--- src/rtl/mioc_reset_seq.sv ---
// MIOC reset sequencer: synchronises N_CVRST / PBRST_N into cause-dependent reset pulses.
// Define MIOC_RST_DEBOUNCE_EN to add the PBRST_N debounce counter.
module mioc_reset_seq #(
  parameter int DEB_CYCLES  = 2,
  parameter int HOLD_CYCLES = 16,
  parameter int NET_EXTRA   = 16
) (
  input  logic       B_PHI,
  input  logic       RESET,
  input  logic       N_CVRST,
  input  logic       PBRST_N,
  output logic       RST_N,
  output logic       CPRST_N,
  output logic       NETRST_N,
  output logic [1:0] RST_CAUSE
);

  if (DEB_CYCLES < 1 || DEB_CYCLES > 255) begin : g_bad_deb
    $error("DEB_CYCLES must be 1..255");
  end
  if (HOLD_CYCLES < 1 || HOLD_CYCLES > 255) begin : g_bad_hold
    $error("HOLD_CYCLES must be 1..255");
  end
  if (NET_EXTRA < 0 || NET_EXTRA > 255) begin : g_bad_net
    $error("NET_EXTRA must be 0..255");
  end

  localparam logic [7:0] HOLD_LAST = 8'(HOLD_CYCLES - 1);
  localparam logic [7:0] NET_LAST  = 8'(NET_EXTRA - 1);
  localparam bit         NET_EN    = (NET_EXTRA > 0);

  typedef enum logic [1:0] {
    IDLE,
    ACTIVE,
    HOLD,
    NETHOLD
  } state_t;

  logic [1:0] cv_s_q, cv_s_d;
  logic [1:0] pb_s_q, pb_s_d;
  logic       cv_sync, pb_sync;
  logic       cv_req, pb_req, any_req;
  logic [1:0] req;

  always_comb begin
    cv_s_d = {cv_s_q[0], N_CVRST};
    pb_s_d = {pb_s_q[0], PBRST_N};
  end

  always_ff @(posedge B_PHI or posedge RESET) begin
    if (RESET) begin
      cv_s_q <= 2'b11;
      pb_s_q <= 2'b11;
    end else begin
      cv_s_q <= cv_s_d;
      pb_s_q <= pb_s_d;
    end
  end

  assign cv_sync = cv_s_q[1];
  assign pb_sync = pb_s_q[1];
  assign cv_req  = ~cv_sync;

`ifdef MIOC_RST_DEBOUNCE_EN
  localparam logic [7:0] DEB_MAX = 8'(DEB_CYCLES);

  logic [7:0] deb_q, deb_d;

  always_comb begin
    deb_d = deb_q;
    if (pb_sync) begin
      deb_d = '0;
    end else if (deb_q != DEB_MAX) begin
      deb_d = deb_q + 8'd1;
    end
  end

  always_ff @(posedge B_PHI or posedge RESET) begin
    if (RESET) begin
      deb_q <= '0;
    end else begin
      deb_q <= deb_d;
    end
  end

  // The current low sample counts, so acceptance tracks the incoming count.
  assign pb_req = (deb_d == DEB_MAX);
`else
  assign pb_req = ~pb_sync;
`endif

  assign req     = {pb_req, cv_req};
  assign any_req = cv_req | pb_req;

  state_t     state_q, state_d;
  logic [7:0] cnt_q, cnt_d;
  logic [1:0] cause_q, cause_d;
  logic       rst_n_q, rst_n_d;
  logic       cprst_n_q, cprst_n_d;
  logic       netrst_n_q, netrst_n_d;

  always_comb begin
    state_d = state_q;
    cnt_d   = cnt_q;
    cause_d = cause_q;
    unique case (state_q)
      IDLE: begin
        if (any_req) begin
          state_d = ACTIVE;
          cause_d = req;
        end
      end
      ACTIVE: begin
        cause_d = cause_q | req;
        if (!any_req) begin
          state_d = HOLD;
          cnt_d   = '0;
        end
      end
      HOLD: begin
        cnt_d = cnt_q + 8'd1;
        if (any_req) begin
          state_d = ACTIVE;
          cause_d = cause_q | req;
          cnt_d   = '0;
        end else if (cnt_q == HOLD_LAST) begin
          cnt_d   = '0;
          state_d = (cause_q[1] && NET_EN) ? NETHOLD : IDLE;
        end
      end
      NETHOLD: begin
        cnt_d = cnt_q + 8'd1;
        if (any_req) begin
          state_d = ACTIVE;
          cause_d = cause_q | req;
          cnt_d   = '0;
        end else if (cnt_q == NET_LAST) begin
          cnt_d   = '0;
          state_d = IDLE;
        end
      end
    endcase

    // Pins are registered from the next state so they switch glitch-free.
    rst_n_d    = !(state_d == ACTIVE || state_d == HOLD);
    cprst_n_d  = !((state_d == ACTIVE || state_d == HOLD) && cause_d[0]);
    netrst_n_d = !((state_d != IDLE) && cause_d[1]);
  end

  always_ff @(posedge B_PHI or posedge RESET) begin
    if (RESET) begin
      state_q    <= HOLD;
      cnt_q      <= '0;
      cause_q    <= 2'b11;
      rst_n_q    <= 1'b0;
      cprst_n_q  <= 1'b0;
      netrst_n_q <= 1'b0;
    end else begin
      state_q    <= state_d;
      cnt_q      <= cnt_d;
      cause_q    <= cause_d;
      rst_n_q    <= rst_n_d;
      cprst_n_q  <= cprst_n_d;
      netrst_n_q <= netrst_n_d;
    end
  end

  assign RST_N     = rst_n_q;
  assign CPRST_N   = cprst_n_q;
  assign NETRST_N  = netrst_n_q;
  assign RST_CAUSE = cause_q;

endmodule

--- config.mk ---
export PLATFORM = sky130hd
export DESIGN_NAME = mioc_reset_seq
export DESIGN_NICKNAME = d
export VERILOG_FILES = /design/src/rtl/mioc_reset_seq.sv
export SDC_FILE = /design/constraint.sdc
export NUM_CORES = 1
export LEC_CHECK = 0
export ABC_AREA = 1
export BUFFER_PORTS_ARGS = -buffer_cell sky130_fd_sc_hd__buf_2
export CAP_MARGIN = 10
export CORE_MARGIN = 2
export CORE_UTILIZATION = 55
export CTS_CLUSTER_DIAMETER = 40
export DETAILED_ROUTE_END_ITERATION = 7
export PLACE_DENSITY_LB_ADDON = 0.08
export SLEW_MARGIN = 20
export SYNTH_ARGS = -nofsm -noshare
export SYNTH_HDL_FRONTEND = slang
export SYNTH_SLANG_ARGS = --single-unit
--- constraint.sdc ---
create_clock -name B_PHI -period 3.75 [get_ports B_PHI]
set_clock_uncertainty 0.15 [all_clocks]
set_input_delay 0.75 -clock B_PHI [delete_from_list [all_inputs] [get_ports B_PHI]]
set_output_delay 0.75 -clock B_PHI [all_outputs]
set_load 0.05 [all_outputs]
# After elaboration in Yosys (flattened, before gate mapping)
# Cells that the tools add are included.
[word_totals]
in_bits = 4
output_inout_bits = 5
word_cells = 46
reg_bits = 19
[op_classes]
bitwise = 4
n_addsub = 1
eq_ne = 7
reduce_logical = 11
muxes = 15
[op_table]
columns = ["op", "count"]
rows = [
  ["8-bit 2-to-1 mux", 3],
  ["2-bit 2-to-1 mux", 9],
  ["8-bit case mux with 2 select lines", 1],
  ["8-bit by 1-bit adder with 8-bit output, second input constant", 1],
  ["8-bit by 4-bit equality test with 1-bit output, second input constant", 1],
  ["2-bit case mux with 4 select lines", 1],
  ["2-bit equality test, second input constant", 3],
  ["2-bit case mux with 3 select lines", 1],
  ["2-bit by 1-bit equality test with 1-bit output, second input constant", 2],
  ["2-bit nonzero test", 2],
  ["1-bit zero test", 3],
  ["1-bit logical AND", 2],
  ["2-bit zero test", 1],
  ["2-bit != test, second input constant", 1],
  ["1-bit inverter", 2],
  ["2-bit bitwise OR", 1],
  ["2-bit AND reduction", 1],
  ["2-bit OR reduction", 1],
  ["1-bit logical OR", 1],
  ["1-bit bitwise OR", 1],
]

# Depth between registers and ports, before layout
# Gate-level depths: netlist of run 1.
[logic_depth]
depth_word = 8
ltp_mapped = 11
mapped_depth_nobuf = 11

# Least setup slack after synthesis of run 1
# No wires, ideal clock.
[synth_path]
kind = "register to register"
startpoint = "register cause_q[1], in the netlist RST_CAUSE[1]"
endpoint = "register cprst_n_q, in the netlist CPRST_N"
path_stages_with_launch = 10
slack_ns = 2.062
t_required_ns = 3.472
n_path_buf = 0
arrival_ns = 1.410
setup_ns = 0.128
synth_period_minus_slack_ns = 1.688
path_cell_list = "dfstp_2 -> inv_1 -> nor2_1 -> nand2_1 -> nand2_1 -> nand2_1 -> nand2_1 -> inv_1 -> ha_1 -> nand2_1"
[synth_via]
elab_chain_len = 8
elab_cells_between_ends = 9
classes_between = "eq/ne (2); mux (4); reduce/logical (3)"
[synth_rtl]
columns = ["element", "line_no", "source"]
rows = [
  ["from (decl)", "97", "logic [1:0] cause_q, cause_d;"],
  ["from (signal assigned)", "161", "cause_q <= cause_d;"],
  ["2-bit 2-to-1 mux *", "128", "state_d = (cause_q[1] && NET_EN) ? NETHOLD : IDLE;"],
  ["2-bit 2-to-1 mux *", "126", "end else if (cnt_q == HOLD_LAST) begin"],
  ["2-bit 2-to-1 mux *", "122", "if (any_req) begin"],
  ["2-bit case mux with 4 select lines *", "106", "unique case (state_q)"],
  ["via state_d[0]", "95", "state_t state_q, state_d;"],
  ["2-bit by 1-bit equality test with 1-bit output / 2-bit equality test (equally long branches)", "146", "cprst_n_d = !((state_d == ACTIVE || state_d == HOLD) && cause_d[0]);"],
  ["1-bit logical OR *", "146", ""],
  ["1-bit logical AND *", "146", ""],
  ["1-bit zero test *", "146", ""],
  ["via cprst_n_d", "99", "logic cprst_n_q, cprst_n_d;"],
  ["to (signal assigned)", "163", "cprst_n_q <= cprst_n_d;"],
  ["to (decl)", "99", ""],
]
# Mark *: on every way through the listed nets, which the timed path passes. The rest lies on a longest branch.
# A chain may end at the register's enable or synchronous reset.

# Worst setup path in the final report of run 1
[layout_path]
startpoint = "register cause_q[0], in the netlist RST_CAUSE[0]"
endpoint = "output RST_CAUSE[0]"
[layout_rtl]
columns = ["element", "line_no", "source"]
rows = [
  ["to (decl)", "15", "output logic [1:0] RST_CAUSE"],
]
# No word-level cell between the ends.

==> summary.txt, run 1 <==
Yosys
  – #FFs+latches synth: 19
  – Cells after Synth: 105
  – Sequential fraction of the synthesis area: 55.0%
  – Adder-cell share of the synthesized area: 2.84%
  – Yosys cell types: 15
  – Largest family of logic cells by synthesized area: simple AND/OR/NAND/NOR gates
  – Simple-Gate Fraction of Synth Area: 25.4%
  – Syn_area_per_cell: 8.39 sq um
  – Synth Area in Compound Gates: 7.67%
  – Post-Syn Nets: 111
  – Mapped Area: 881 sq um
  – Yosys warns: 0
  – XOR/XNOR Fraction of Synth Area: 0.994%
  – Mux cell area share after synthesis: 0%

Worst setup path
  – R2R Path Start: cnt_q[0]
  – Worst reg-to-reg setup slack: 1.90 ns
  – RR Endpoint: CPRST_N
  – CP arrival: 1.10 ns
  – Worst Setup Start Kind: register
  – Crit Path Class: reg2out
  – Slowest CP cell: dfstp_2
  – WP data required: 2.85 ns
  – CP Max Fanout: 2
  – CP bufs+invs: 1
  – Critical-path cell list: buf_2
  – Reg2Reg Depth: 7
  – Cell family with most CP delay: flip-flops
  – Crit-path max cell delay: 0.54 ns
  – CP Capture Type: primary output

Clock network
  – Root Driver: clkbuf_4
  – TritonCTS buffer count: 3
  – Post-CTS Setup Bufs: 0
  – Clock Path Buffers: 2
  – Reg clk slew, reported paths: 0.11 ns
  – Clock sinks: 19
  – Hold Buf Count CTS: 0
  – CTS resizes: 0
  – Clk Latency, worst-skew pair: 0.30 ns
  – CTS H-tree lvls: 1
  – CTS tree: yes

STA
  – Fin Setup TNS: 0 ns
  – Final Cycle Share: 53.4%
  – Top achievable clock speed: 499 MHz
  – Worst-margin pin slew: 0.698 ns
  – Count of final setup violators: 0
  – Max-slew violations: 0
  – RSZ-0062 raised after global routing: no
  – Minimum clock period: 2.00 ns
  – Fin. Hold Viols: 0
  – Worst slew margin: 53.4%

Global routing
  – Largest net degree at the start of global routing: 20
  – GRT overflow: 0
  – Overall Global Routing Usage: 18.4%
  – Met2 GRT Util: 28.5%
  – First-pass GRT wire length: 2610 um
  – GR Util met1: 25.5%
  – Most Used Layer, Global Route: met2
  – Vias in the first global route: 662
  – Global Route met3 Usage: 2.45%
  – Initial antenna violation count: 0

Layout
  – Final core utilization: 64.5%
  – Area growth, synth to finish: 10.2%
  – Final layout net count: 124
  – Layout Cells excl Fill: 133
  – Fillers: 127
  – Most frequent cells in the layout: 26 x nand2_1, 18 x inv_1, 15 x nor2_1
  – Share of layout cells above drive strength 1: 17.9%
  – Most common cell after layout, fill and taps aside: nand2_1
  – N_diodes: 0

Die
  – Total I/O pin count: 9
  – Die Area: 1940 sq um
  – Rows: 14
  – Initial core utilization: 58.5%
  – Die width: 44.0 um
  – Core area: 1510 sq um
  – Die H: 44.0 um

Placement
  – # port buffers: 8
  – Hpwl dp: 1170 um
  – DP Cell Count: 129
  – GPL Wtd Cong: 0.839

Route
  – WL/cell: 11.2 um
  – Pre-Repair DR Iteration Count: 4
  – DRC: 0
  – Vias: 689
  – Post-route ant nets: 0
  – Vias/cell: 5.18
  – Detailed Route WL: 1490 um
  – Initial DRC count: 18

Pwr
  – PwrDens: 404 nW/um^2
  – Combinational share of power: 15.1%
  – Psw: 118 uW
  – Seq pwr share: 57.8%
  – Clk network pwr share: 27.1%
  – Leak: 0.525 nW
  – Pint: 274 uW
  – Sw Ratio: 30.1%
  – VDD IR max: 0.387 mV
  – Overall power: 392 uW

Min path
  – Worst hold-check path type: reg2reg
  – WHS Endpoint: pb_s_q[1]
  – WHS Path Cells: 0
  – Worst hold start: pb_s_q[0]

Run
  – Max-cap viol count: 0

Run status
  – Outcome: complete, no violations
[worst max-delay path by stage]
stage                            start            to  cells past startpoint  slack (ns)
after global routing      RST_CAUSE[0]  RST_CAUSE[0]                      1        1.72
after CTS                 RST_CAUSE[0]  RST_CAUSE[0]                      1        1.74
after global placement        cnt_q[0]       CPRST_N                      7        1.97
after floorplan           RST_CAUSE[1]       CPRST_N                      9        2.06
final                     RST_CAUSE[0]  RST_CAUSE[0]                      1        1.75
after detailed placement      cnt_q[0]       CPRST_N                      7        1.92
[flip-flops by register name, summed over array words and instances, names as in the netlist]
signal     flops
cnt_q          8
RST_CAUSE      2
cv_s_q         2
pb_s_q         2
state_q        2
CPRST_N        1
NETRST_N       1
RST_N          1
[area by class of cell]
class | instances | area, sq um | area share [%]
Tap cell | 16 | 20.0 | 2.06
Timing Repair Buffer | 8 | 40.0 | 4.12
Multi-Input combinational cell | 67 | 325 | 33.5
Inverter | 19 | 71.3 | 7.35
Clock buffer | 3 | 22.5 | 2.32
Sequential cell | 19 | 484 | 49.9
Clock inverter | 1 | 7.51 | 0.773
[cells by family after synthesis]
kind of cell,Yosys count
AO/OA/AOI/OAI,10
XOR/XNOR,1
adder cells (fa/ha/maj),2
buffers and inverters,19
flip-flops,19
AND/OR/NAND/NOR,54
[synthesized netlist by cell type (all sizes together)]
cell type  instances  area (sq um)
nand2             26          97.6
inv               19          71.3
nand4              4          25.0
a21oi              1          16.3
a31oi              1          6.26
dfstp              7           184
nor3               2          10.0
dfrtp             12           300
nand3              7          35.0
ha                 2          25.0
nor2              15          56.3
o21ai              6          30.0
o21bai             2          15.0
xnor2              1          8.76
[layer usage]
metal  part of all wire [%]  wire, um  up-vias
li1                       -         -      353
met1                     49       739      314
met2                     45       674       20
met3                    4.3        64        2
met4                    1.1        16        0
met5                      0         0        -
[power by group through the flow]
stage                     Clock, mW  Combinational (mW)  Sequential, mW
after floorplan                   0              0.0256           0.250
after CTS                     0.109              0.0605           0.227
after global routing          0.115              0.0657           0.229
after global placement            0              0.0587           0.230
after detailed placement          0              0.0603           0.230
final                         0.106              0.0593           0.227
[stage by stage]
step / cell area, sq um / setup slack, ns / hold slack (ns)
CTS: 971 / 1.74 / 0.219
global route: 971 / 1.72 / 0.224
global placement: 941 / 1.97 / 0.198
floorplan: 881 / 2.06 / 0.195
finish: 971 / 1.75 / 0.216
detailed placement: 941 / 1.92 / 0.203
(Power assumes the default switching activity.)
==> run 2, diff against run 1 <==
- clock period: 3.75 -> 2 ns (I/O delays scaled with it)
==> run 2 against run 1 <==
Against the previous run:
- combinational power grew 87%
- wire length about the same
- final area rose by 0.39%
- setup slack got worse by 1.6 ns
- utilization grew 0.25 points
- non-clock buffer count is the same
- highest routed layer unchanged
==> summary.txt, run 2 (synthesis results as in run 1) <==
Layout
  – Cell area after layout: 975 sq um
  – Fillers: 127
  – Area growth, synth to finish: 10.7%
  – Max FFs per register: 8
  – N_diodes: 0
  – Final layout net count: 124
  – Final core utilization: 64.7%
  – Top reg by flops: cnt_q
  – Most common cell after layout, fill and taps aside: nand2_1
  – Share of layout cells above drive strength 1: 18.8%
  – Most frequent cells in the layout: 26 x nand2_1, 18 x inv_1, 15 x nor2_1

Worst setup path
  – Crit Path Class: reg2reg
  – CP Capture Type: register
  – R2R Path Start: cnt_q[0]
  – Worst Setup Start Kind: register
  – WP data required: 2.04 ns
  – CP arrival: 1.86 ns
  – CP Max Fanout: 5
  – Critical path startpoint: cnt_q[0]

STA
  – Worst slew margin: 53.4%
  – Fin. Hold Viols: 0
  – Top achievable clock speed: 549 MHz
  – Final WS setup: 0.180 ns
  – Final Cycle Share: 91.0%
  – Max-slew violations: 0
  – Fin Setup TNS: 0 ns
  – Worst-margin pin slew: 0.698 ns
  – Hold_ws: 0.0314 ns
  – Count of final setup violators: 0
  – Minimum clock period: 1.82 ns
  – RSZ-0062 raised after global routing: no

Route
  – Detailed Route WL: 1500 um
  – DRC: 0
  – Vias/cell: 5.18
  – Pre-Repair DR Iteration Count: 4
  – Initial DRC count: 18
  – Post-route ant nets: 0
  – WL/cell: 11.2 um
  – Vias: 689

Clock network
  – Post-CTS Setup Bufs: 0
  – Clk Latency, worst-skew pair: 0.30 ns
  – Root Driver: clkbuf_4
  – Reg clk slew, reported paths: 0.11 ns
  – Hold Buf Count CTS: 0
  – Clock sinks: 19
  – CTS tree: yes
  – Clock Path Buffers: 2
  – TritonCTS buffer count: 3
  – CTS H-tree lvls: 1

Pwr
  – Combinational share of power: 15.2%
  – Seq pwr share: 57.8%
  – Psw: 221 uW
  – PwrDens: 755 nW/um^2
  – Clk network pwr share: 27.1%
  – VDD IR max: 0.725 mV
  – Sw Ratio: 30.1%
  – Pint: 515 uW
  – Leak: 0.526 nW

Die
  – Total I/O pin count: 9
  – Core area: 1510 sq um
  – Die Area: 1940 sq um
  – Rows: 14
  – Die width: 44.0 um
  – Die H: 44.0 um
  – Initial core utilization: 58.5%

Placement
  – Placed Area: 941 sq um
  – # port buffers: 8
  – GPL Wtd Cong: 0.839
  – Pre-CTS WS: 0.173 ns
  – Hpwl dp: 1170 um

Global routing
  – First-pass GRT wire length: 2610 um
  – Vias in the first global route: 662
  – GRT overflow: 0
  – Initial antenna violation count: 0
  – Largest net degree at the start of global routing: 20
  – Overall Global Routing Usage: 18.4%

Min path
  – Worst hold-check path type: in2async

Run
  – Max-cap viol count: 0

Run status
  – Outcome: complete, no violations
-- run 2: cell types whose count changed in the layout (fill, tap and decap cells not counted) --
cell and change:
o21bai_1 -1, o21bai_2 +1
-- run 2: routing by layer --
metal	track usage [%]	wire length (um)	part of all wire (%)
met1	25.5	739	49
met3	2.45	64	4.3
met5	0	0	0
met2	28.5	674	45
met4	9.09	16	1.1
-- run 2: area by class of cell --
type	instances	area (sq um)	share of cell area (%)
Inverter	19	71.3	7.32
Clock inverter	1	7.51	0.770
Tap cell	16	20.0	2.05
Sequential cell	19	484	49.7
Multi-Input combinational cell	67	329	33.8
Clock buffer	3	22.5	2.31
Timing Repair Buffer	8	40.0	4.11
-- run 2: path summary, 6_finish.rpt --
| kind | end | slack [ns] | cells after the start |
|---|---|---|---|
| max | CPRST_N | 0.18 | 10 |
| min in group B_PHI | pb_s_q[0] | 0.03 | 1 |
| max in group asynchronous | NETRST_N | 1.23 | 2 |
| min reg2reg | pb_s_q[1] | 0.22 | 0 |
| max reg2reg | CPRST_N | 0.18 | 10 |
| min | cnt_q[6] | 0.03 | 2 |
-- run 2: stage by stage --
step                total power [mW]  instances
finish                         0.736        133
global route                   0.768        133
CTS                            0.744        133
detailed placement             0.545        129
global placement               0.542        129
floorplan                      0.516        105
-- run 2: worst max-delay path, stage by stage, from the launching register on --
cell and delay, ns:
dfrtp_1 0.42, ha_1 0.20, nand3_1 0.16, nor2_1 0.13
nand2_1 0.07, nand2_1 0.07, nand2_1 0.04, nand2_1 0.07
inv_1 0.05, ha_1 0.28, nand2_1 0.05
-- run 2: power groups by stage --
stage	logic, mW	registers (mW)	clock network, mW
final	0.111	0.425	0.199
after global routing	0.123	0.429	0.216
after CTS	0.113	0.425	0.205
after detailed placement	0.113	0.432	0
after global placement	0.110	0.432	0
after floorplan	0.0480	0.468	0
-- run 2: timing repair --
item / in CTS / in global routing
resized for setup: 0 / 1
setup endpoints to repair: 0 / 2
hold endpoints to repair: 0 / 0
==> run 3, diff against run 2 <==
- CORE_UTILIZATION: 55 -> 45
==> run 3 against run 2 <==
Against the previous run:
- wire length rose by 11%
- die area rose by 20%
- sequential cell count did not move
- total power rose by 1.4%
- sequential power barely moved
- register-to-register slack barely moved
- first-iteration DRC count fell by 17%
- critical path type unchanged
- combinational power rose by 4%
- critical path depth did not move
- clock-buffer cell count did not move
- maximum frequency rose by 0.18%
==> summary.txt, run 3 (synthesis results as in run 1) <==
Run status
  – Outcome: complete, no violations

Global routing
  – Overall Global Routing Usage: 17.3%
  – GR Util met1: 28.3%
  – First-pass GRT wire length: 2730 um
  – Largest net degree at the start of global routing: 20
  – Global Route met3 Usage: 4.44%
  – GRT overflow: 0
  – Most Used Layer, Global Route: met1
  – Met2 GRT Util: 20.3%
  – Vias in the first global route: 594
  – Initial antenna violation count: 0

Pwr
  – Leak: 0.534 nW
  – VDD IR max: 0.453 mV
  – PwrDens: 737 nW/um^2

STA
  – Fin. Hold Viols: 0
  – Hold_ws: 0.0242 ns
  – Max-slew violations: 0
  – Worst slew margin: 80.2%
  – RSZ-0062 raised after global routing: no
  – Fin Setup TNS: 0 ns
  – Count of final setup violators: 0
  – Top achievable clock speed: 550 MHz
  – Final Cycle Share: 90.8%
  – Minimum clock period: 1.82 ns
  – Worst-margin pin slew: 0.296 ns

Clock network
  – CTS tree: yes
  – Root Driver: clkbuf_4
  – TritonCTS buffer count: 3
  – CTS H-tree lvls: 1
  – Reg clk slew, reported paths: 0.12 ns
  – Clock sinks: 19
  – Clk Latency, worst-skew pair: 0.31 ns
  – Clock Path Buffers: 2
  – Post-CTS Setup Bufs: 0

Layout
  – Most common cell after layout, fill and taps aside: nand2_1
  – Final core utilization: 53.3%
  – Share of layout cells above drive strength 1: 21.0%
  – Most frequent cells in the layout: 26 x nand2_1, 18 x inv_1, 14 x nor2_1
  – Top reg by flops: cnt_q
  – Area growth, synth to finish: 15.1%
  – Register area: 484 sq um
  – Max FFs per register: 8
  – Fillers: 185
  – Area of the multi-input gates: 337 sq um
  – Cell area after layout: 1010 sq um
  – N_diodes: 0
  – Final layout net count: 126

Die
  – Total I/O pin count: 9
  – Die width: 48.2 um
  – Die H: 48.2 um
  – Initial core utilization: 46.3%
  – Core area: 1900 sq um
  – Rows: 16
  – Die Area: 2330 sq um

Run
  – Max-cap viol count: 0

Route
  – Vias: 695
  – WL/cell: 11.3 um
  – DRC: 0
  – Detailed Route WL: 1660 um
  – Vias/cell: 4.76
  – Post-route ant nets: 0
  – Pre-Repair DR Iteration Count: 4
  – Initial DRC count: 15

Placement
  – Hpwl dp: 1220 um
  – Placed Area: 962 sq um
  – # port buffers: 8
  – GPL Wtd Cong: 0.840

Worst setup path
  – WP data required: 2.05 ns
  – R2R Path Start: cnt_q[0]
  – Critical path startpoint: cnt_q[0]
  – Crit Path Class: reg2reg
  – CP Capture Type: register
  – Crit-path max cell delay: 0.43 ns
  – Crit-path most repeated cell: nand2_1
  – Critical-path cell list: ha_1 > nand3_2 > nor2_2 > nand2_1 > nand2_1 > nand2_1 > nand2_1 > inv_1 > ha_1 > nand2_1
  – CP arrival: 1.87 ns
  – Worst Setup Start Kind: register
  – Slowest CP cell: dfrtp_1
  – CP Max Fanout: 5

Min path
  – Worst hold start: PBRST_N
  – Worst hold-check path type: in2reg
[run 3: where the power goes]
group / total (mW) / internal (mW) / switching (mW)
Clock: 0.206 / 0.0762 / 0.130
Sequential: 0.425 / 0.411 / 0.0142
Combinational: 0.115 / 0.0300 / 0.0848
[run 3: layout make-up]
class | count | share of cell area (%)
tap | 27 | 3.33
clock inverter | 1 | 0.741
clock buffer | 3 | 2.22
sequential | 19 | 47.8
multi-input combinational | 67 | 33.2
inverter | 19 | 7.04
timing repair buffer | 10 | 5.68
[run 3: path summary, 6_finish.rpt]
path | end | slack (ns) | cells after the start
worst min register to register | cv_s_q[1] | 0.21 | 0
worst max register to register | CPRST_N | 0.18 | 10
min in group asynchronous | RST_N | 0.49 | 4
max in group asynchronous | RST_CAUSE[1] | 0.95 | 4
worst min-delay path | pb_s_q[0] | 0.02 | 1
worst max-delay path | CPRST_N | 0.18 | 10
[run 3: stage by stage]
stage	cells	setup WS [ns]	total power, mW
2_1_floorplan	105	0.312	0.516
3_3_place_gp	141	0.241	0.544
3_5_place_dp	141	0.134	0.547
4_1_cts	146	0.122	0.756
5_1_grt	146	0.0528	0.782
6_report	146	0.183	0.746
[run 3: critical path: cells and delay by family (launching register included)]
| kind | cells | cell delay [ns] |
|---|---|---|
| adders and majority gates | 2 | 0.52 |
| buffers and inverters | 1 | 0.05 |
| DFF | 1 | 0.43 |
| and+or+nand+nor | 7 | 0.58 |
[run 3: what timing repair did]
action                     4_1_cts  5_1_grt
hold endpoints to repair        12        0
gates resized for setup          0        3
hold buffers                     1        0
setup endpoints to repair        0        2
[run 3: per-layer routing]
layer	wire [um]	up-vias
li1	-	356
met1	861	318
met2	700	17
met3	66	4
met4	27	0
met5	0	-
